<file path="src/rtl/adder_pkg.sv">
// Shared defaults and elaboration helpers for the pipelined adder family.
package adder_pkg;

    localparam int unsigned DEF_WIDTH = 16;
    localparam int unsigned DEF_CHUNK = 4;

    function automatic int unsigned nstg(input int unsigned width, input int unsigned chunk);
        return width / chunk;
    endfunction

    // Elaboration-time legality check for a WIDTH/CHUNK pair.
    function automatic bit chunk_fits(input int unsigned width, input int unsigned chunk);
        return (chunk != 0) && ((width % chunk) == 0);
    endfunction

endpackage

</file>
<file path="src/rtl/adder_stage.sv">
// One CHUNK-bit registered slice of the carry chain; cm_o is the combinational
// carry into the slice MSB, used by the top level for signed overflow.
module adder_stage
    import adder_pkg::*;
#(
    parameter int unsigned CHUNK = DEF_CHUNK
) (
    input  logic             clk,
    input  logic             en,
    input  logic             rst,
    input  logic             v_i,
    input  logic [CHUNK-1:0] a_i,
    input  logic [CHUNK-1:0] b_i,
    input  logic             c_i,
    output logic [CHUNK-1:0] s_o,
    output logic             c_o,
    output logic             cm_o,
    output logic             v_o
);

    logic [CHUNK:0]   add_d;
    logic [CHUNK-1:0] s_q;
    logic             c_q;
    logic             v_q;

    always_comb begin
        add_d = {1'b0, a_i} + {1'b0, b_i} + {{CHUNK{1'b0}}, c_i};
        cm_o  = add_d[CHUNK-1] ^ a_i[CHUNK-1] ^ b_i[CHUNK-1];
    end

    always_ff @(posedge clk) begin
        if (rst) begin
            s_q <= '0;
            c_q <= 1'b0;
            v_q <= 1'b0;
        end else if (en) begin
            s_q <= add_d[CHUNK-1:0];
            c_q <= add_d[CHUNK];
            v_q <= v_i;
        end
    end

    assign s_o = s_q;
    assign c_o = c_q;
    assign v_o = v_q;

endmodule

</file>
<file path="src/rtl/pipelined_adder.sv">
// Pipelined WIDTH-bit adder/subtractor: NSTG registered CHUNK-bit slices with
// operand skew and sum de-skew, valid/ready on both sides.
module pipelined_adder
    import adder_pkg::*;
#(
    parameter int unsigned WIDTH = DEF_WIDTH,
    parameter int unsigned CHUNK = DEF_CHUNK
) (
    input  logic             clk,
    input  logic             rst,
    input  logic             in_valid,
    output logic             in_ready,
    input  logic [WIDTH-1:0] a,
    input  logic [WIDTH-1:0] b,
    input  logic             cin,
    input  logic             sub,
    output logic             out_valid,
    input  logic             out_ready,
    output logic [WIDTH-1:0] sum,
    output logic             cout,
    output logic             ovf
);

    localparam int unsigned NSTG = nstg(WIDTH, CHUNK);

    if (!chunk_fits(WIDTH, CHUNK)) begin : g_bad_cfg
        $error("pipelined_adder: WIDTH must be a non-zero multiple of CHUNK");
    end

    logic             adv;
    logic [WIDTH-1:0] b_eff;
    logic             c0;
    logic [NSTG-1:0]  v_w;
    logic [NSTG-1:0]  c_w;
    logic [NSTG-1:0]  cm_w;
    logic             ovf_q;
    logic             unused_cm;

    assign adv      = !out_valid || out_ready;
    assign in_ready = adv;
    assign b_eff    = sub ? ~b : b;
    assign c0       = sub ? ~cin : cin;

    // Only the MSB slice's carry-in-to-MSB feeds ovf; the rest are intentionally dropped.
    assign unused_cm = ^cm_w;

    for (genvar k = 0; k < NSTG; k++) begin : g_stg
        logic [CHUNK-1:0] a_k;
        logic [CHUNK-1:0] b_k;
        logic [CHUNK-1:0] s_k;
        logic             c_k;
        logic             v_k;

        if (k == 0) begin : g_head
            assign a_k = a[CHUNK-1:0];
            assign b_k = b_eff[CHUNK-1:0];
            assign c_k = c0;
            assign v_k = in_valid;
        end else begin : g_skew
            // Chunk k waits k cycles so it meets the carry from slice k-1.
            logic [CHUNK-1:0] skw_a_q [k];
            logic [CHUNK-1:0] skw_b_q [k];

            always_ff @(posedge clk) begin
                if (rst) begin
                    for (int unsigned i = 0; i < k; i++) begin
                        skw_a_q[i] <= '0;
                        skw_b_q[i] <= '0;
                    end
                end else if (adv) begin
                    skw_a_q[0] <= a[k*CHUNK +: CHUNK];
                    skw_b_q[0] <= b_eff[k*CHUNK +: CHUNK];
                    for (int unsigned i = 1; i < k; i++) begin
                        skw_a_q[i] <= skw_a_q[i-1];
                        skw_b_q[i] <= skw_b_q[i-1];
                    end
                end
            end

            assign a_k = skw_a_q[k-1];
            assign b_k = skw_b_q[k-1];
            assign c_k = c_w[k-1];
            assign v_k = v_w[k-1];
        end

        adder_stage #(
            .CHUNK (CHUNK)
        ) u_stage (
            .clk  (clk),
            .en   (adv),
            .rst  (rst),
            .v_i  (v_k),
            .a_i  (a_k),
            .b_i  (b_k),
            .c_i  (c_k),
            .s_o  (s_k),
            .c_o  (c_w[k]),
            .cm_o (cm_w[k]),
            .v_o  (v_w[k])
        );

        if (k == NSTG - 1) begin : g_tail
            logic msb_a;
            logic msb_b;
            logic ovf_d;

            assign msb_a = a_k[CHUNK-1];
            assign msb_b = b_k[CHUNK-1];
            // carry-in-to-MSB XOR carry-out-of-MSB, registered beside the last slice.
            assign ovf_d = cm_w[k] ? ~(msb_a | msb_b) : (msb_a & msb_b);

            always_ff @(posedge clk) begin
                if (rst) begin
                    ovf_q <= 1'b0;
                end else if (adv) begin
                    ovf_q <= ovf_d;
                end
            end

            assign sum[k*CHUNK +: CHUNK] = s_k;
        end else begin : g_deskew
            localparam int unsigned DEPTH = NSTG - 1 - k;
            logic [CHUNK-1:0] dsk_q [DEPTH];

            always_ff @(posedge clk) begin
                if (rst) begin
                    for (int unsigned i = 0; i < DEPTH; i++) begin
                        dsk_q[i] <= '0;
                    end
                end else if (adv) begin
                    dsk_q[0] <= s_k;
                    for (int unsigned i = 1; i < DEPTH; i++) begin
                        dsk_q[i] <= dsk_q[i-1];
                    end
                end
            end

            assign sum[k*CHUNK +: CHUNK] = dsk_q[DEPTH-1];
        end
    end

    assign out_valid = v_w[NSTG-1];
    assign cout      = c_w[NSTG-1];
    assign ovf       = ovf_q;

endmodule

</file>
<file path="config.mk">
export PLATFORM = sky130hd
export DESIGN_NAME = pipelined_adder
export DESIGN_NICKNAME = d
export VERILOG_FILES = /design/src/rtl/adder_pkg.sv /design/src/rtl/adder_stage.sv /design/src/rtl/pipelined_adder.sv
export SDC_FILE = /design/constraint.sdc
export NUM_CORES = 1
export LEC_CHECK = 0
export CORE_MARGIN = 1.5
export CORE_UTILIZATION = 35
export DETAILED_ROUTE_END_ITERATION = 16
export GPL_TIMING_DRIVEN = 0
export PLACE_DENSITY_LB_ADDON = 0.12
export SYNTH_ARGS = -nofsm -noshare
export SYNTH_HDL_FRONTEND = slang
export SYNTH_SLANG_ARGS = --single-unit
</file>
<file path="constraint.sdc">
create_clock -name clk -period 3.5 [get_ports clk]
set_input_delay 0.525 -clock clk [delete_from_list [all_inputs] [get_ports clk]]
set_output_delay 0.525 -clock clk [all_outputs]
set_load 0.005 [all_outputs]
</file>
=== After elaboration in Yosys (flattened, before gate mapping) ===
Memories as Yosys holds them, arrays and structs flattened.
Cells that the tools add are included.

* Memory bits (read-only): 0
* Bits in registers: 25
* Memories: 9
* Input port bits: 38
* Output and inout port bits: 20
* Bits in latches: 0
* Logic and storage cells: 86
* Bits in writable memories: 72

{| class="wikitable"
|+ Memories
! memory !! words !! width !! read ports !! clocked after Yosys merged registers in !! wr ports !! line !! text
|-
| g_stg[0].g_deskew.dsk_q || 3 || 4 || 3 || 0 || 3 || pipelined_adder.sv:123 || <nowiki>logic [CHUNK-1:0] dsk_q [DEPTH];</nowiki>
|-
| g_stg[3].g_skew.skw_a_q || 3 || 4 || 3 || 0 || 3 || pipelined_adder.sv:61 || <nowiki>logic [CHUNK-1:0] skw_a_q [k];</nowiki>
|-
| g_stg[3].g_skew.skw_b_q || 3 || 4 || 3 || 0 || 3 || pipelined_adder.sv:62 || <nowiki>logic [CHUNK-1:0] skw_b_q [k];</nowiki>
|-
| g_stg[1].g_deskew.dsk_q || 2 || 4 || 2 || 0 || 2 || pipelined_adder.sv:123 ||
|-
| g_stg[2].g_skew.skw_a_q || 2 || 4 || 2 || 0 || 2 || pipelined_adder.sv:61 ||
|-
| g_stg[2].g_skew.skw_b_q || 2 || 4 || 2 || 0 || 2 || pipelined_adder.sv:62 ||
|-
| 3 more memories || n/a || n/a || n/a || n/a || n/a || n/a ||
|}

* Multiplexer cells: 29
* Shift-type cells: 0
* Multiply operators: 0
* Divide/modulo/power cells: 0
* Bitwise logic cells: 22
* Order comparisons: 0
* Add/subtract/negate cells: 8
* Reductions and logical operators: 5
* Eq/ne operators: 0

{| class="wikitable"
|+ Operators by type and width
! cell !! number
|-
| $mux 4 || 18
|-
| $add 4x4->5 || 4
|-
| $add 5x1->5 || 4
|-
| $mux 16 || 1
|-
| $not 16->16 || 1
|-
| $or 1x1->1 || 16
|-
| $reduce_or 4->1 || 3
|-
| $mux 1 || 10
|-
| $not 1->1 || 2
|-
| $xor 1x1->1 || 2
|-
| $and 1x1->1 || 1
|-
| $logic_not 1->1 || 1
|-
| $logic_or 1x1->1 || 1
|}

=== Longest topological paths before layout ===
Gate-level depths: netlist of run 1.

* Depth in word-level cells: 7
* Mapped depth: 9

=== Cells and area by module ===
From an unflattened synthesis of run 1, not the netlist that was laid out.

* Cell total of the unflattened synthesis: 355
* Area, all modules: 4687.0 µm²

{| class="wikitable"
|+ By module, submodules not included
! module !! seq. area each (µm²) !! area each (µm²) !! cells each !! times used
|-
| pipelined_adder || 2182.1 || 3095.5 || 195 || 1
|-
| adder_stage || 120.1 || 397.9 || 40 || 4
|}

=== Worst setup path after synthesis of run 1 ===
No wires, ideal clock.

* Path type: input-to-reg
* Start: input port rst
* End: memory g_stg[0].g_deskew.dsk_q[0][0] (netlist bit), enable pin
* Arrival time: 2.584 ns
* Path buffers: 1
* Setup slack: 0.474 ns
* Stages on the path: 2
* Cell sequence: clkbuf_1 > nand2b_1

{| class="wikitable"
|+ RTL lines
! element !! line !! text
|-
| from (decl) || pipelined_adder.sv:10 || <nowiki>input logic rst,</nowiki>
|-
| to (decl) || pipelined_adder.sv:123 ||
|}

=== Final worst setup path of run 1 ===
* Start: input port out_ready
* End: output port in_ready

* Cells in the longest elaborated chain, start to end: 1

{| class="wikitable"
|+ Ends and longest elaborated chain
! element !! line !! text
|-
| from (decl) || pipelined_adder.sv:18 || <nowiki>input logic out_ready,</nowiki>
|-
| $logic_or 1x1->1 || pipelined_adder.sv:39 || <nowiki>assign adv = !out_valid || out_ready;</nowiki>
|-
| to (decl) || pipelined_adder.sv:12 || <nowiki>output logic in_ready,</nowiki>
|}

No other way between the ends.

==> results.py, run 1 <==
metrics = {
    "sta": {
        "layout_setup_ws_ns": 0.8329,
        "drv_slew": 0,
        "tightest_slew_ns": 0.5174,
        "timing.fmax_mhz": 374.9,
        "maxSlewHeadroom_pct": 65.51,
        "skew_ns": 0.005392,
        "fin_crit_ns": 2.667,
        "fin_crit_sh_pct": 76.20,
        "hold_viol": 0,
        "finalSetupTns_ns": 0,
        "finalSetupViolations": 0,
        "rsz0062_at_grt": "no",
    },
    "yosys": {
        "yosysTopAreaCell": "edfxtp_1",
        "synth_area_leaders": "edfxtp_1, dfxtp_1, and2_1",
        "yosysWarnings": 0,
        "synth.distinct_cells": 30,
        "synthCells": 344,
        "ys_seq_area_share_pct": 61.93,
        "synth_mux_area_share_pct": 0.2328,
        "synthSimpleGateAreaFrac_pct": 15.28,
        "ys_ff_latch": 97,
        "synth_top_family_by_area": "simple AND/OR/NAND/NOR gates",
        "syn_nets": 403,
        "synth_edf_count": 72,
        "synth_ff_type": "edfxtp_1",
        "synthAdderAreaFrac_pct": 7.509,
        "yosysTopAreaCellShare_pct": 50.29,
        "synthXorXnorAreaFrac_pct": 5.093,
        "synth-compound-area-share_pct": 5.501,
        "synthArstFlopShare_pct": 0,
        "avgSynthCellArea_um2": 12.50,
        "synth_area_mm2": 0.004299,
    },
    "clock_tree": {
        "clkTransAtPathRegs_ns": 0.06,
        "cts-root-buf": "clkbuf_16",
        "clkLatencyLatePin_ns": 0.34,
        "hold_buffers": 0,
        "cts_buffers": 9,
        "h-tree-depth": 3,
        "cts_max_path_buffers": 2,
        "post-cts-setup-buffers": 0,
        "cts_tree": "done",
        "cts_sinks": 97,
        "post_cts_resized": 0,
    },
    "critical_path": {
        "worstSetupStartpointType": "input port",
        "reg2reg_from": "g_stg[1].g_skew.skw_a_q[0][0]",
        "cp.required_ns": 2.97,
        "path_delay_family": "buffers and inverters",
        "r2r_slack_ns": 1.58,
        "path_max_fanout": 10,
        "cp-end-kind": "primary output",
        "slowest_stage": "clkdlybuf4s50_1",
        "path_class": "in -> out",
        "reg2regPathDepth": 5,
        "path_buf_inv": 5,
        "worst_path_largest_cell_delay_ns": 0.54,
        "timing.rr.end": "g_stg[1].u_stage.c_o",
        "cp_common_cell": "clkdlybuf4s50_1",
        "worstPathArrival_ns": 2.14,
        "crit_chain": "clkdlybuf4s50_1 -> nor2b_1 -> buf_4 -> inv_2 -> buf_2 -> clkdlybuf4s50_1",
    },
    "grt": {
        "grt_pass1_vias": 2407,
        "track_usage_pct": 12.29,
        "grt.overflow.total": 0,
        "grt_max_degree": 47,
        "grt_pass1_wl_um": 11930,
        "antenna_found_initial": 0,
    },
    "floorplan": {
        "core_mm2": 0.01201,
        "fp.dieW_um": 113.8,
        "io-pin-count": 58,
        "die_h_um": 113.8,
        "start_util_pct": 35.79,
        "rows": 40,
        "die_area_mm2": 0.01296,
    },
    "hold_path": {
        "min_to": "g_stg[0].u_stage.s_o[1]",
        "hp-start": "g_stg[0].u_stage.s_o[1]",
        "hp-class": "reg -> reg",
        "hold_depth": 2,
    },
    "power_and_ir_drop": {
        "peakVddDrop_v": 0.0001921,
        "power.density_mw_per_mm2": 469.7,
        "power.leakage_nw": 2.149,
    },
    "layout": {
        "final_nets": 470,
        "final_common_cell": "edfxtp_1",
        "antenna_cells": 0,
        "layout-drive-gt1-share_pct": 7.933,
        "most-common-layout-cells": "edfxtp_1, and2_1, clkdlybuf4s50_1",
        "syn_to_final_growth_pct": 23.84,
        "final_design_area_no_fill_mm2": 0.005324,
        "post-route-util_pct": 44.32,
    },
    "placed_design": {
        "place_area_mm2": 0.005061,
        "gp_congestion": 0.7830,
        "io_buffers": 55,
        "pre_cts_ws_ns": 0.8229,
        "hpwlAfterDp_um": 5072,
    },
    "route": {
        "wl_per_cell_um": 12.58,
        "wl_um": 7082,
        "ant_nets": 0,
        "dr.pass1.iters": 4,
        "route.detailed.drc": 0,
        "drt_first_iter_violations": 76,
        "drt-vias-per-instance": 4.352,
        "num_vias": 2450,
    },
    "flow_run": {
        "maxCapViolCount": 0,
    },
    "run_status": {
        "status": "finished clean",
    },
}
metal layers:
layer | GRT usage (%) | up-vias | part of all wire, %
li1 | - | 1279 | -
met1 | 16.08 | 1110 | 48
met2 | 19.36 | 50 | 46
met3 | 2.125 | 11 | 3.6
met4 | 7.000 | 0 | 2.5
met5 | 0 | - | 0
cell families after synthesis:
group / Yosys count
simple gates: 123
flops: 97
buf+inv: 39
compound gates: 38
xor+xnor: 25
fa+ha+maj: 21
mux: 1
synthesized netlist by cell type (2+ instances only):
cell type and instances:
a211oi_1 11, a21o_1 4, a21oi_1 14, and2_1 60, buf_2 6, buf_4 10, clkbuf_1 8, dfxtp_1 25
edfxtp_1 72, fa_1 8, ha_1 13, inv_1 13, nand2_1 23, nand2b_1 2, nor2_1 26, nor2b_1 4
nor3_1 3, o21a_1 2, o21ai_0 3, o21ai_1 3, or3b_1 2, xnor2_1 22, xor2_1 3
where the power goes:
part | switching, mW | leakage (nW) | internal [mW]
Combinational | 0.111 | 0.960 | 0.151
Sequential | 0.0285 | 1.06 | 1.32
Clock | 0.392 | 0.128 | 0.502
worst register-to-register path, delay by kind of cell (launching register included):
family                     cells  cell delay, ns
DFF                            1            0.40
AOI/OAI and AO/OA              3            0.51
adders and majority gates      2            0.89
sequential cells by signal (all words and copies together) (netlist names):
register and cells:
g_stg.u_stage.c_o 4, g_stg.g_skew.skw_b_q 24, g_stg.g_deskew.dsk_q 24, g_stg.u_stage.s_o 16, g_stg.u_stage.v_o 4, g_stg.g_skew.skw_a_q 24, ovf 1
final cells by class:
cell class	instances	area, um^2
flip-flops and latches	97	2663
inverters	14	52.55
repair buffers	56	570.5
clock buffers	15	257.7
clock inverters	1	5.005
multi-input cells	208	1453
well taps	147	183.9
fillers	1151	6688
plain buffers	25	138.9
worst max path at each step:
stage          startpoint  slack [ns]  depth (start not counted)                             to
2_1_floorplan         rst        0.47                          2  g_stg[0].g_deskew.dsk_q[0][0]
3_3_place_gp    out_ready       -0.79                          5  g_stg[3].g_skew.skw_a_q[0][9]
3_5_place_dp    out_ready        0.82                          6                       in_ready
4_1_cts         out_ready        0.81                          6                       in_ready
5_1_grt         out_ready        0.75                          6                       in_ready
6_report        out_ready        0.83                          6                       in_ready
stage by stage:
step,total power [mW],std cells,hold WS (ns)
2_1_floorplan,1.524,344,0.4273
3_3_place_gp,1.632,546,0.4358
3_5_place_dp,1.638,547,0.4387
4_1_cts,2.535,563,0.4471
5_1_grt,2.611,563,0.4825
6_report,2.501,563,0.4464
No activity file was read; power rests on OpenSTA's default activity.
==> run 2: changes to the inputs <==
==> constraint.sdc (replaced) <==
create_clock -name clk -period 2.22 [get_ports clk]
set_input_delay 0.333 -clock clk [delete_from_list [all_inputs] [get_ports clk]]
set_output_delay 0.333 -clock clk [all_outputs]
set_load 0.005 [all_outputs]
==> results.py, run 2 (same netlist as run 1, synthesis figures left out) <==
metrics = {
    "grt": {
        "track_usage_pct": 12.11,
        "antenna_found_initial": 0,
        "grt_pass1_vias": 2368,
        "grt.overflow.total": 0,
        "grt_pass1_wl_um": 11800,
        "grt_max_degree": 48,
    },
    "clock_tree": {
        "cts_buffers": 9,
        "h-tree-depth": 3,
        "cts_sinks": 97,
        "cts_tree": "done",
        "clkTransAtPathRegs_ns": 0.06,
        "cts_max_path_buffers": 2,
        "cts-root-buf": "clkbuf_16",
        "clkLatencyLatePin_ns": 0.34,
    },
    "floorplan": {
        "die_h_um": 113.8,
        "fp.dieW_um": 113.8,
        "rows": 40,
        "core_mm2": 0.01201,
        "io-pin-count": 58,
        "start_util_pct": 35.79,
        "die_area_mm2": 0.01296,
    },
    "placed_design": {
        "gp_congestion": 0.8044,
        "io_buffers": 55,
        "pre_cts_ws_ns": -0.1251,
        "dp.cells": 547,
        "hpwlAfterDp_um": 5010,
    },
    "sta": {
        "maxSlewHeadroom_pct": 65.23,
        "finalSetupViolations": 0,
        "hold_slack_ns": 0.4448,
        "tightest_slew_ns": 0.5216,
        "finalSetupTns_ns": 0,
        "rsz0062_at_grt": "no",
        "fin_crit_ns": 2.040,
        "skew_ns": 0.004729,
        "timing.fmax_mhz": 490.3,
        "fin_crit_sh_pct": 91.87,
        "layout_setup_ws_ns": 0.1804,
        "drv_slew": 0,
        "hold_viol": 0,
    },
    "critical_path": {
        "reg2reg_from": "g_stg[1].g_skew.skw_a_q[0][0]",
        "r2r_slack_ns": 0.29,
        "path_class": "in -> out",
        "cp.required_ns": 1.89,
        "path_max_fanout": 18,
        "worstSetupStartpointType": "input port",
        "cp-end-kind": "primary output",
        "reg2regPathDepth": 5,
        "timing.rr.end": "g_stg[1].u_stage.c_o",
        "worstPathArrival_ns": 1.71,
    },
    "layout": {
        "reg_top3": "g_stg.g_deskew.dsk_q: 24 flops, g_stg.g_skew.skw_a_q: 24 flops, g_stg.g_skew.skw_b_q: 24 flops",
        "final_common_cell": "edfxtp_1",
        "final_nets": 469,
        "antenna_cells": 0,
        "layout-drive-gt1-share_pct": 8.193,
        "fill_cells": 1133,
        "syn_to_final_growth_pct": 24.85,
        "layout.cells.non_filler": 562,
        "most-common-layout-cells": "edfxtp_1, and2_1, clkdlybuf4s50_1",
    },
    "route": {
        "ant_nets": 0,
        "drt-vias-per-instance": 4.308,
        "dr.pass1.iters": 4,
        "route.detailed.drc": 0,
        "num_vias": 2421,
        "wl_per_cell_um": 12.41,
        "drt_first_iter_violations": 96,
        "wl_um": 6972,
    },
    "hold_path": {
        "hp-class": "reg -> reg",
        "hp-start": "g_stg[1].u_stage.s_o[0]",
        "min_to": "g_stg[1].u_stage.s_o[0]",
        "hold_depth": 2,
    },
    "power_and_ir_drop": {
        "power.leakage_nw": 2.171,
        "power.total_mw": 4.077,
        "power.density_mw_per_mm2": 759.5,
        "peakVddDrop_v": 0.0003104,
    },
    "run_status": {
        "status": "finished clean",
    },
    "flow_run": {
        "maxCapViolCount": 0,
    },
}
[run 2: cell types whose count changed in the layout (fill, tap and decap cells not counted), sizes merged]
cell | previous run | this run
bufinv | 0 | 1
clkbuf | 23 | 21
clkinv | 1 | 2
buf | 18 | 17
[run 2: power by group]
part	internal, mW	switching (mW)	total, mW
Clock	0.930	0.614	1.54
Sequential	2.07	0.0427	2.12
Combinational	0.240	0.175	0.415
Total	3.24	0.832	4.08
[run 2: how the worst max path moves through the flow]
stage,start,end,slack (ns),cells after the start
5_1_grt,sub,g_stg[0].u_stage.s_o[3],0.07,9
3_3_place_gp,out_ready,g_stg[1].g_skew.skw_b_q[0][2],-0.76,5
6_report,out_ready,in_ready,0.18,5
2_1_floorplan,sub,g_stg[0].u_stage.s_o[3],0.07,9
3_5_place_dp,sub,g_stg[0].u_stage.s_o[3],-0.13,9
4_1_cts,out_ready,in_ready,0.06,5
[run 2: timing repair]
action,4_1_cts,5_1_grt
setup endpoints to repair,1,1
buffers inserted,0,0
hold buffers,0,0
resized for setup,0,2
[run 2: cell type report]
| type | instances | area, um^2 | share of cell area [%] |
|---|---|---|---|
| clock buffers | 13 | 260.3 | 4.848 |
| well taps | 147 | 183.9 | 3.427 |
| repair buffers | 56 | 578.1 | 10.77 |
| clock inverters | 3 | 38.79 | 0.7226 |
| plain buffers | 24 | 136.4 | 2.541 |
| inverters | 14 | 55.05 | 1.026 |
| multi-input cells | 208 | 1453 | 27.06 |
| flip-flops and latches | 97 | 2663 | 49.60 |
[run 2: metrics by stage]
stage / area [um^2] / utilization (%)
after floorplan: 4304 / -
after global placement: 5039 / 41.95
after detailed placement: 5071 / 42.22
after CTS: 5365 / 44.67
after global routing: 5368 / 44.69
final: 5368 / 44.69
[run 2: layer usage]
metal  vias up  track usage, %  part of all wire (%)
met5         -               0                     0
met3        11           2.444                   4.0
met2        51           18.51                    45
li1       1280               -                     -
met1      1079           16.17                    49
met4         0           6.750                   2.4
[run 2: worst max-delay path: stages]
cell	delay [ns]
clkdlybuf4s50_1	0.46
nor2b_1	0.04
buf_4	0.17
inv_4	0.16
clkdlybuf4s50_1	0.53
==> run 3: changes to the inputs <==
--- a/config.mk
+++ b/config.mk
@@ -5,7 +5,7 @@
 export SDC_FILE = /design/constraint.sdc
 export NUM_CORES = 1
 export LEC_CHECK = 0
-export CORE_MARGIN = 1.5
+export CORE_MARGIN = 3
 export CORE_UTILIZATION = 35
 export DETAILED_ROUTE_END_ITERATION = 16
 export GPL_TIMING_DRIVEN = 0
==> results.py, run 3 (same netlist as run 1, synthesis figures left out) <==
metrics = {
    "sta": {
        "skew_ns": 0.009733,
        "tightest_slew_ns": 0.5576,
        "hold_viol": 0,
        "timing.fmax_mhz": 482.8,
        "rsz0062_at_grt": "no",
        "fin_crit_sh_pct": 93.29,
        "fin_crit_ns": 2.071,
        "finalSetupTns_ns": 0,
        "finalSetupViolations": 0,
        "drv_slew": 0,
        "maxSlewHeadroom_pct": 62.83,
    },
    "layout": {
        "most-common-layout-cells": "edfxtp_1, and2_1, clkdlybuf4s50_1",
        "fill_cells": 1070,
        "syn_to_final_growth_pct": 24.85,
        "post-route-util_pct": 45.83,
        "reg_top3": "g_stg.g_deskew.dsk_q: 24 flops, g_stg.g_skew.skw_a_q: 24 flops, g_stg.g_skew.skw_b_q: 24 flops",
        "ff_latch_area_mm2": 0.002663,
        "antenna_cells": 0,
        "multi_input_area_mm2": 0.001453,
        "final_common_cell": "edfxtp_1",
        "final_nets": 469,
        "layout.cells.non_filler": 558,
        "layout-drive-gt1-share_pct": 8.434,
    },
    "power_and_ir_drop": {
        "combPwrFrac_pct": 10.1,
        "p_sw_uw": 874.1,
        "power.total_mw": 4.084,
        "p_seq_share_pct": 51.8,
        "peakVddDrop_v": 0.0002886,
        "p_int_mw": 3.210,
        "power.density_mw_per_mm2": 760.9,
        "p_sw_share_pct": 21.40,
        "power.leakage_nw": 2.176,
        "pwr-share-clk_pct": 38.0,
    },
    "floorplan": {
        "fp.dieW_um": 116.8,
        "die_area_mm2": 0.01365,
        "io-pin-count": 58,
        "core_mm2": 0.01171,
        "start_util_pct": 36.71,
        "die_h_um": 116.8,
        "rows": 39,
    },
    "critical_path": {
        "reg2reg_from": "g_stg[1].g_skew.skw_a_q[0][0]",
        "r2r_slack_ns": 0.28,
        "worstPathArrival_ns": 2.28,
        "cp-end-kind": "flip-flop",
        "worstSetupStartpoint": "sub",
        "cp.required_ns": 2.43,
        "timing.rr.end": "g_stg[1].u_stage.c_o",
        "path_delay_family": "adder cells",
        "critPathCapture": "g_stg[0].u_stage.c_o",
        "worst_path_largest_cell_delay_ns": 0.40,
        "path_max_fanout": 10,
        "cp.depth": 9,
        "path_class": "in -> reg",
        "crit_chain": "buf_2 -> buf_6 -> xnor2_1 -> fa_1 -> inv_1 -> fa_1 -> a21o_1 -> a211oi_1 -> nor3_1",
        "path_buf_inv": 3,
        "cp_common_cell": "fa_1",
        "reg2regPathDepth": 5,
        "slowest_stage": "fa_1",
        "worstSetupStartpointType": "input port",
    },
    "placed_design": {
        "hpwlAfterDp_um": 5278,
        "gp_congestion": 0.7162,
        "io_buffers": 55,
        "dp.cells": 543,
    },
    "route": {
        "wl_um": 7573,
        "top_layer": "met4",
        "num_vias": 2524,
        "wl_per_cell_um": 13.57,
        "ant_nets": 0,
        "drt-vias-per-instance": 4.523,
        "wl_met1_um": 3353,
        "drt_first_iter_violations": 107,
        "dr_wl_met2_um": 3746,
        "dr.pass1.iters": 4,
        "met3WireLength_um": 318,
        "route.detailed.drc": 0,
    },
    "grt": {
        "grt_pass1_vias": 2394,
        "grt.overflow.total": 0,
        "track_usage_pct": 11.92,
        "antenna_found_initial": 0,
        "grt_pass1_wl_um": 12030,
        "grt_max_degree": 48,
    },
    "clock_tree": {
        "h-tree-depth": 3,
        "cts-root-buf": "clkbuf_16",
        "clkLatencyLatePin_ns": 0.34,
        "clkTransAtPathRegs_ns": 0.07,
        "cts_tree": "done",
        "cts_sinks": 97,
        "cts_max_path_buffers": 2,
        "cts_buffers": 9,
    },
    "hold_path": {
        "hp-class": "reg -> reg",
    },
    "flow_run": {
        "maxCapViolCount": 0,
    },
    "run_status": {
        "status": "finished clean",
    },
}
==> run 3: cell count changes in the layout (fill, tap and decap cells not counted), sizes merged <==
| cell | before | now |
|---|---|---|
| inv | 14 | 16 |
| clkinv | 2 | 1 |
| bufinv | 1 | 0 |
==> run 3: worst reg2reg max path: cells and delay by family (launching register included) <==
family / cells / cell delay (ns)
flip-flops: 1 / 0.41
AO/OA/AOI/OAI: 3 / 0.53
adder cells (fa/ha/maj): 2 / 0.88
==> run 3: layout make-up <==
| type | instances | area share, % |
|---|---|---|
| Sequential cell | 97 | 49.60 |
| Multi-Input combinational cell | 208 | 27.06 |
| Timing Repair Buffer | 56 | 10.77 |
| Clock buffer | 13 | 5.268 |
| Tap cell | 143 | 3.333 |
| Buffer | 24 | 2.611 |
| Inverter | 14 | 1.026 |
| Clock inverter | 3 | 0.3263 |
==> run 3: worst min path at each step <==
stage / start / endpoint / slack [ns] / cells after the start
2_1_floorplan: g_stg[0].u_stage.s_o[1] / g_stg[0].u_stage.s_o[1] / 0.43 / 2
3_3_place_gp: g_stg[1].u_stage.s_o[0] / g_stg[1].u_stage.s_o[0] / 0.43 / 2
3_5_place_dp: g_stg[0].u_stage.s_o[1] / g_stg[0].u_stage.s_o[1] / 0.44 / 2
4_1_cts: rst / g_stg[3].u_stage.c_o / 0.44 / 2
5_1_grt: g_stg[1].u_stage.s_o[0] / g_stg[1].u_stage.s_o[0] / 0.47 / 2
6_report: g_stg[0].u_stage.s_o[1] / g_stg[0].u_stage.s_o[1] / 0.45 / 2
==> run 3: timing repair <==
item | in CTS | in global routing
pin swaps | 0 | 0
buffers inserted | 0 | 0
setup endpoints to repair | 1 | 2
resized for setup | 0 | 3
hold buffers | 0 | 0
==> run 3: power groups by stage <==
| stage | logic [mW] | clock network (mW) | registers [mW] |
|---|---|---|---|
| final | 0.414 | 1.55 | 2.12 |
| after global routing | 0.471 | 1.66 | 2.13 |
| after CTS | 0.423 | 1.60 | 2.12 |
| after detailed placement | 0.421 | 0 | 2.16 |
| after global placement | 0.411 | 0 | 2.16 |
| after floorplan | 0.257 | 0 | 2.15 |
==> run 3: per-stage QoR <==
| stage | hold slack [ns] | area (um^2) | setup WS, ns |
|---|---|---|---|
| 5_1_grt | 0.4698 | 5368 | 0.02655 |
| 3_5_place_dp | 0.4406 | 5066 | -0.2471 |
| 3_3_place_gp | 0.4328 | 5034 | -0.8462 |
| 4_1_cts | 0.4437 | 5361 | 0.02546 |
| 6_report | 0.4455 | 5368 | 0.1490 |
| 2_1_floorplan | 0.4273 | 4304 | 0.06714 |
==> run 3: layer usage <==
layer	vias up	global-route usage, %
met3	12	2.314
li1	1281	-
met2	43	20.55
met1	1188	14.29
met4	0	5.734
met5	-	0
